**config.mk**
```make
export PLATFORM = sky130hd
export DESIGN_NAME = datamem_arbiter
export DESIGN_NICKNAME = d
export VERILOG_FILES = /design/src/rtl/datamem_arbiter.sv
export SDC_FILE = /design/constraint.sdc
export NUM_CORES = 1
export LEC_CHECK = 0
export ABC_AREA = 1
export CORE_AREA = 3 3 231 233
export DETAILED_ROUTE_END_ITERATION = 16
export DIE_AREA = 0 0 234 236
export PLACE_DENSITY_LB_ADDON = 0.3
export RECOVER_POWER = 100
export SYNTH_ARGS = -nofsm -noshare
export SYNTH_HDL_FRONTEND = slang
export SYNTH_SLANG_ARGS = --single-unit
```
**constraint.sdc**
```tcl
create_clock -name clk -period 2.55 [get_ports clk]
set_input_delay 0.6375 -clock clk [delete_from_list [all_inputs] [get_ports clk]]
set_output_delay 0.6375 -clock clk [all_outputs]
set_load 0.01 [all_outputs]
```
**src/rtl/datamem_arbiter.sv**
```systemverilog
// Two-port arbiter for the single data memory port: CPU (port 0) has priority,
// a starvation counter eventually promotes the auxiliary master (port 1).
module datamem_arbiter #(
  parameter int ADDR_W       = 64,
  parameter int DATA_W       = 64,
  parameter int STARVE_LIMIT = 4,
  parameter int MEM_LAT      = 1
) (
  input  logic              clk,
  input  logic              reset,
  input  logic              cpu_req,
  input  logic              cpu_we,
  input  logic [ADDR_W-1:0] cpu_addr,
  input  logic [DATA_W-1:0] cpu_wdata,
  input  logic [3:0]        cpu_size,
  output logic              cpu_gnt,
  output logic              cpu_stall,
  output logic              cpu_rvalid,
  output logic [DATA_W-1:0] cpu_rdata,
  input  logic              aux_req,
  input  logic              aux_we,
  input  logic [ADDR_W-1:0] aux_addr,
  input  logic [DATA_W-1:0] aux_wdata,
  input  logic [3:0]        aux_size,
  output logic              aux_gnt,
  output logic              aux_rvalid,
  output logic [DATA_W-1:0] aux_rdata,
  output logic [ADDR_W-1:0] mem_addr,
  output logic              mem_we,
  output logic              mem_re,
  output logic [DATA_W-1:0] mem_wdata,
  output logic [3:0]        mem_size,
  input  logic [DATA_W-1:0] mem_rdata
);

  localparam logic [3:0] LIMIT = 4'(STARVE_LIMIT);

  logic [3:0]         starve_cnt_r;
  logic [MEM_LAT-1:0] tag_valid_r;
  logic [MEM_LAT-1:0] tag_owner_r;
  logic               aux_pri_s;
  logic               cpu_sel_s;
  logic               aux_sel_s;

  // Grant selection; grants are gated by reset so nothing issues while it is held.
  always_comb begin
    aux_pri_s = (starve_cnt_r == LIMIT);
    cpu_sel_s = 1'b0;
    aux_sel_s = 1'b0;
    if (!reset) begin
      cpu_sel_s = 1'b0;
      aux_sel_s = 1'b0;
    end else if (aux_pri_s && aux_req) begin
      aux_sel_s = 1'b1;
    end else if (cpu_req) begin
      cpu_sel_s = 1'b1;
    end else if (aux_req) begin
      aux_sel_s = 1'b1;
    end else begin
      cpu_sel_s = 1'b0;
      aux_sel_s = 1'b0;
    end
  end

  // Memory port mux driven from the granted requester, zero when idle.
  always_comb begin
    mem_addr  = '0;
    mem_wdata = '0;
    mem_size  = 4'd0;
    mem_we    = 1'b0;
    mem_re    = 1'b0;
    case ({cpu_sel_s, aux_sel_s})
      2'b10: begin
        mem_addr  = cpu_addr;
        mem_wdata = cpu_wdata;
        mem_size  = cpu_size;
        mem_we    = cpu_we;
        mem_re    = ~cpu_we;
      end
      2'b01: begin
        mem_addr  = aux_addr;
        mem_wdata = aux_wdata;
        mem_size  = aux_size;
        mem_we    = aux_we;
        mem_re    = ~aux_we;
      end
      default: begin
        mem_addr  = '0;
        mem_wdata = '0;
        mem_size  = 4'd0;
        mem_we    = 1'b0;
        mem_re    = 1'b0;
      end
    endcase
  end

  // Grant and stall outputs.
  always_comb begin
    cpu_gnt   = cpu_sel_s;
    aux_gnt   = aux_sel_s;
    cpu_stall = cpu_req & ~cpu_sel_s & reset;
  end

  // Consecutive denied aux cycles; cleared when aux is served or withdraws.
  always_ff @(posedge clk or negedge reset) begin
    if (!reset) begin
      starve_cnt_r <= 4'd0;
    end else if (aux_sel_s) begin
      starve_cnt_r <= 4'd0;
    end else if (aux_req) begin
      if (starve_cnt_r != LIMIT) begin
        starve_cnt_r <= starve_cnt_r + 4'd1;
      end else begin
        starve_cnt_r <= starve_cnt_r;
      end
    end else begin
      starve_cnt_r <= 4'd0;
    end
  end

  // Read tag pipeline {valid, owner}; owner 1 means aux.
  always_ff @(posedge clk or negedge reset) begin
    if (!reset) begin
      tag_valid_r <= '0;
      tag_owner_r <= '0;
    end else begin
      tag_valid_r[0] <= mem_re;
      tag_owner_r[0] <= aux_sel_s;
      for (int i = 1; i < MEM_LAT; i++) begin
        tag_valid_r[i] <= tag_valid_r[i-1];
        tag_owner_r[i] <= tag_owner_r[i-1];
      end
    end
  end

  assign cpu_rvalid = tag_valid_r[MEM_LAT-1] & ~tag_owner_r[MEM_LAT-1];
  assign aux_rvalid = tag_valid_r[MEM_LAT-1] &  tag_owner_r[MEM_LAT-1];
  assign cpu_rdata  = mem_rdata;
  assign aux_rdata  = mem_rdata;

endmodule

```
==> metrics.md <==
| Metric | Value |
|---|---|
| Outcome | finished with violations |
| Failing checks | setup timing |
| Crit path kind | reg -> out |
| Reg power frac | 0.051 |
| Clock-pin slew on the worst setup and hold paths | 0.03 ns |
| Vias post-DR | 5575 |
| CP max stage cell | dfrtp_1 |
| FF+latch count, synth | 6 |
| Worst r2r dst | tag_valid_r |
| FF-to-FF setup slack | 0.57 ns |
| Slew Limit Fails | 0 |
| Top Ports | 601 |
| Clock share of power | 0.122 |
| Crit-path max FO | 6 |
| H-tree depth | 1 |
| Int Power | 0.00131 W |
| Sw Ratio | 0.365 |
| Leak | 3.82 nW |
| Slowest stage delay, CP | 0.34 ns |
| First-pass GRT wire length | 35.9 mm |
| HP Class | in -> async |
| Worst Tran Pin Value | 0.396 ns |
| Total die area | 55200 um^2 |
| Crit path arrival time | 2.44 ns |
| Post-Syn Instances | 628 |
| Comb pwr share | 0.827 |
| Die Y | 236 um |
| CTS Buf Count | 3 |
| Clock buffer depth | 2 |
| Iteration-0 DRC Markers | 143 |
| Starting Density | 0.0654 |
| Reg2Reg Launch Point | starve_cnt_r[1] |
| Vias per cell | 3.28 |
| Core Footprint | 51400 um^2 |
| Synth-to-Final Area Change | 190% |
| GRT overflow | 0 |
| Fill cell count | 5790 |
| Initial antenna violation count | 2 |
| Vias in the first global route | 5616 |
| Row Count | 83 |
| CP cell instances | inv_1, ha_2, nand2_2, inv_2, nand2_4, inv_4, nor3_4, inv_2, ha_4, buf_12, buf_8, buf_6, buf_6, buf_6, a21oi_2, buf_2 |
| Final Hold Viols | 0 |
| Worst Setup SP | starve_cnt_r[1] |
| Post-DRT Antenna Nets | 0 |
| Critical Path End | mem_addr[9] |
| Die width | 234 um |
| Largest net degree at the start of global routing | 31 |
| Startpoint Class | flip-flop |
| I/O Buffers | 408 |
| RSZ-0062 raised after global routing | true |
| Max-slew headroom | 0.736 |
| CP Capture Type | output pin |
| Cell depth of the worst flop-to-flop path | 11 |
| Endpoints failing setup | 134 |
| CP dominant cell by count | buf_6 |
| Footprint of the multi-input gates | 2920 um^2 |
| Count of cell types in the netlist | 19 |
| DRT Pass-1 Iters | 6 |
| Most frequent cells in the layout | clkdlybuf4s50_1 (267), nand2_1 (196), buf_2 (106), a21oi_2 (102), buf_6 (73) |
| Mapped Nets | 966 |
| Final core utilization | 0.190 |
| Net switching power | 0.000755 W |
| CTS Root Cell | clkbuf_16 |
| Avg Synthesized Cell Area | 5.35 um^2 |
| Register area | 150 um^2 |
| Detailed Route WL | 28.8 mm |
| Setup ws final | -0.523 ns |
| Peak VDD IR | 0.207 mV |
| Power Density | 212 nW/um^2 |
| Critical Path RT | 1.91 ns |
| Global Route Usage Sum | 0.0879 |
| Routability cong. | 0.807 |
| Commonest non-fill, non-tap cell in the layout | clkdlybuf4s50_1 |
| Clock Latency Late Sink | 0.23 ns |
| Max Cap Viol | 0 |
| CTS tree | built |
| Routed wire per std cell | 16.9 um |
| Final min period | 3.07 ns |
| Register area share after synthesis | 0.0447 |
| Max frequency | 325 MHz |
| Layout cells sized above 1 | 0.498 |
| Sink Count | 6 |
| Post-route DRC | 0 |
| Setup WS pre-CTS | -1.24 ns |
| Final nets | 1359 |
| Post-Syn Area | 3360 um^2 |
| Worst Skew | 0.00171 ns |
| Detailed Place HPWL | 21.5 mm |
| Yosys warns | 0 |
| Final period util | 1.21 |
-- synthesized netlist by cell type (all sizes together) --
master,count,area (um^2)
a21oi,133,703
buf,166,1220
clkbuf,7,26.3
dfrtp,6,150
ha,4,50.1
inv,17,63.8
nand2,279,1050
nand3,1,5.00
nor2,7,26.3
nor3,2,15.0
o211ai,3,22.5
o22ai,1,6.26
xnor2,1,8.76
xor2,1,8.76
-- critical path, delay by kind of cell (launching register included) --
kind	cells	cell delay [ns]
AOI/OAI and AO/OA	1	0.09
adders and majority gates	2	0.48
buffers and inverters	10	0.95
DFF	1	0.34
and+or+nand+nor	3	0.34
-- flip-flops by register name, indices dropped and copies added (netlist names) --
signal / flops
starve_cnt_r: 4
tag_owner_r: 1
tag_valid_r: 1
-- power by group through the flow --
stage / logic (W) / registers (W) / clock network (W)
CTS: 0.00157 / 0.000106 / 0.000257
global placement: 0.00124 / 0.000107 / 0
floorplan: 0.000614 / 0.000108 / 0
detailed placement: 0.00123 / 0.000107 / 0
global route: 0.00181 / 0.000106 / 0.000268
finish: 0.00171 / 0.000106 / 0.000251
-- layout make-up --
type | instances | area share
well taps | 680 | 0.0873
flip-flops and latches | 6 | 0.0154
diodes | 1 | 0.000257
inverters | 17 | 0.00680
repair buffers | 561 | 0.583
multi-input cells | 432 | 0.300
clock buffers | 3 | 0.00770
-- layer usage --
metal	vias to the layer above	part of all wire	track usage	routed length, um
li1	2637	-	-	-
met1	2438	0.32	0.0763	9130
met2	441	0.53	0.178	15200
met3	59	0.10	0.0314	3020
met4	0	0.051	0.0338	1460
met5	-	0	0	0
-- stage by stage --
step / cell area (um^2) / TNS (ns) / instances / hold slack [ns] / power, W
2_1_floorplan: 3780 / -6.56 / 628 / 0.342 / 0.000722
3_3_place_gp: 8130 / -139.91 / 1605 / 0.593 / 0.00134
3_5_place_dp: 8130 / -138.67 / 1605 / 0.592 / 0.00134
4_1_cts: 9100 / -58.34 / 1673 / 0.455 / 0.00193
5_1_grt: 9750 / -64.55 / 1699 / 0.568 / 0.00218
6_report: 9750 / -48.58 / 1700 / 0.542 / 0.00207
-- what timing repair did --
action                     CTS  global route
pin swaps                   35            53
hold buffers                 0             0
setup endpoints to repair  137           134
cloned                       6             9
setup buffers               61            31
gates resized for setup    633           202
-- how the worst min path moves through the flow --
stage                     from              end  slack, ns  cells after the start
3_3_place_gp   starve_cnt_r[1]  starve_cnt_r[1]       0.59                      3
4_1_cts                  reset      tag_valid_r       0.45                      2
6_report                 reset      tag_valid_r       0.54                      2
2_1_floorplan            reset  starve_cnt_r[0]       0.34                      0
5_1_grt                  reset      tag_valid_r       0.57                      2
3_5_place_dp   starve_cnt_r[0]  starve_cnt_r[0]       0.59                      3
-- logic make-up (layout without fill, tap and decap cells) --
logic type	Yosys count	in the layout	share of synthesized area
and+or+nand+nor	289	289	0.326
buffers and inverters	190	581	0.391
AOI/OAI and AO/OA	137	137	0.218
DFF	6	6	0.0447
adders and majority gates	4	4	0.0149
xor gates and xnor gates	2	2	0.00522
other	0	1	0
(Power assumes the default switching activity.)
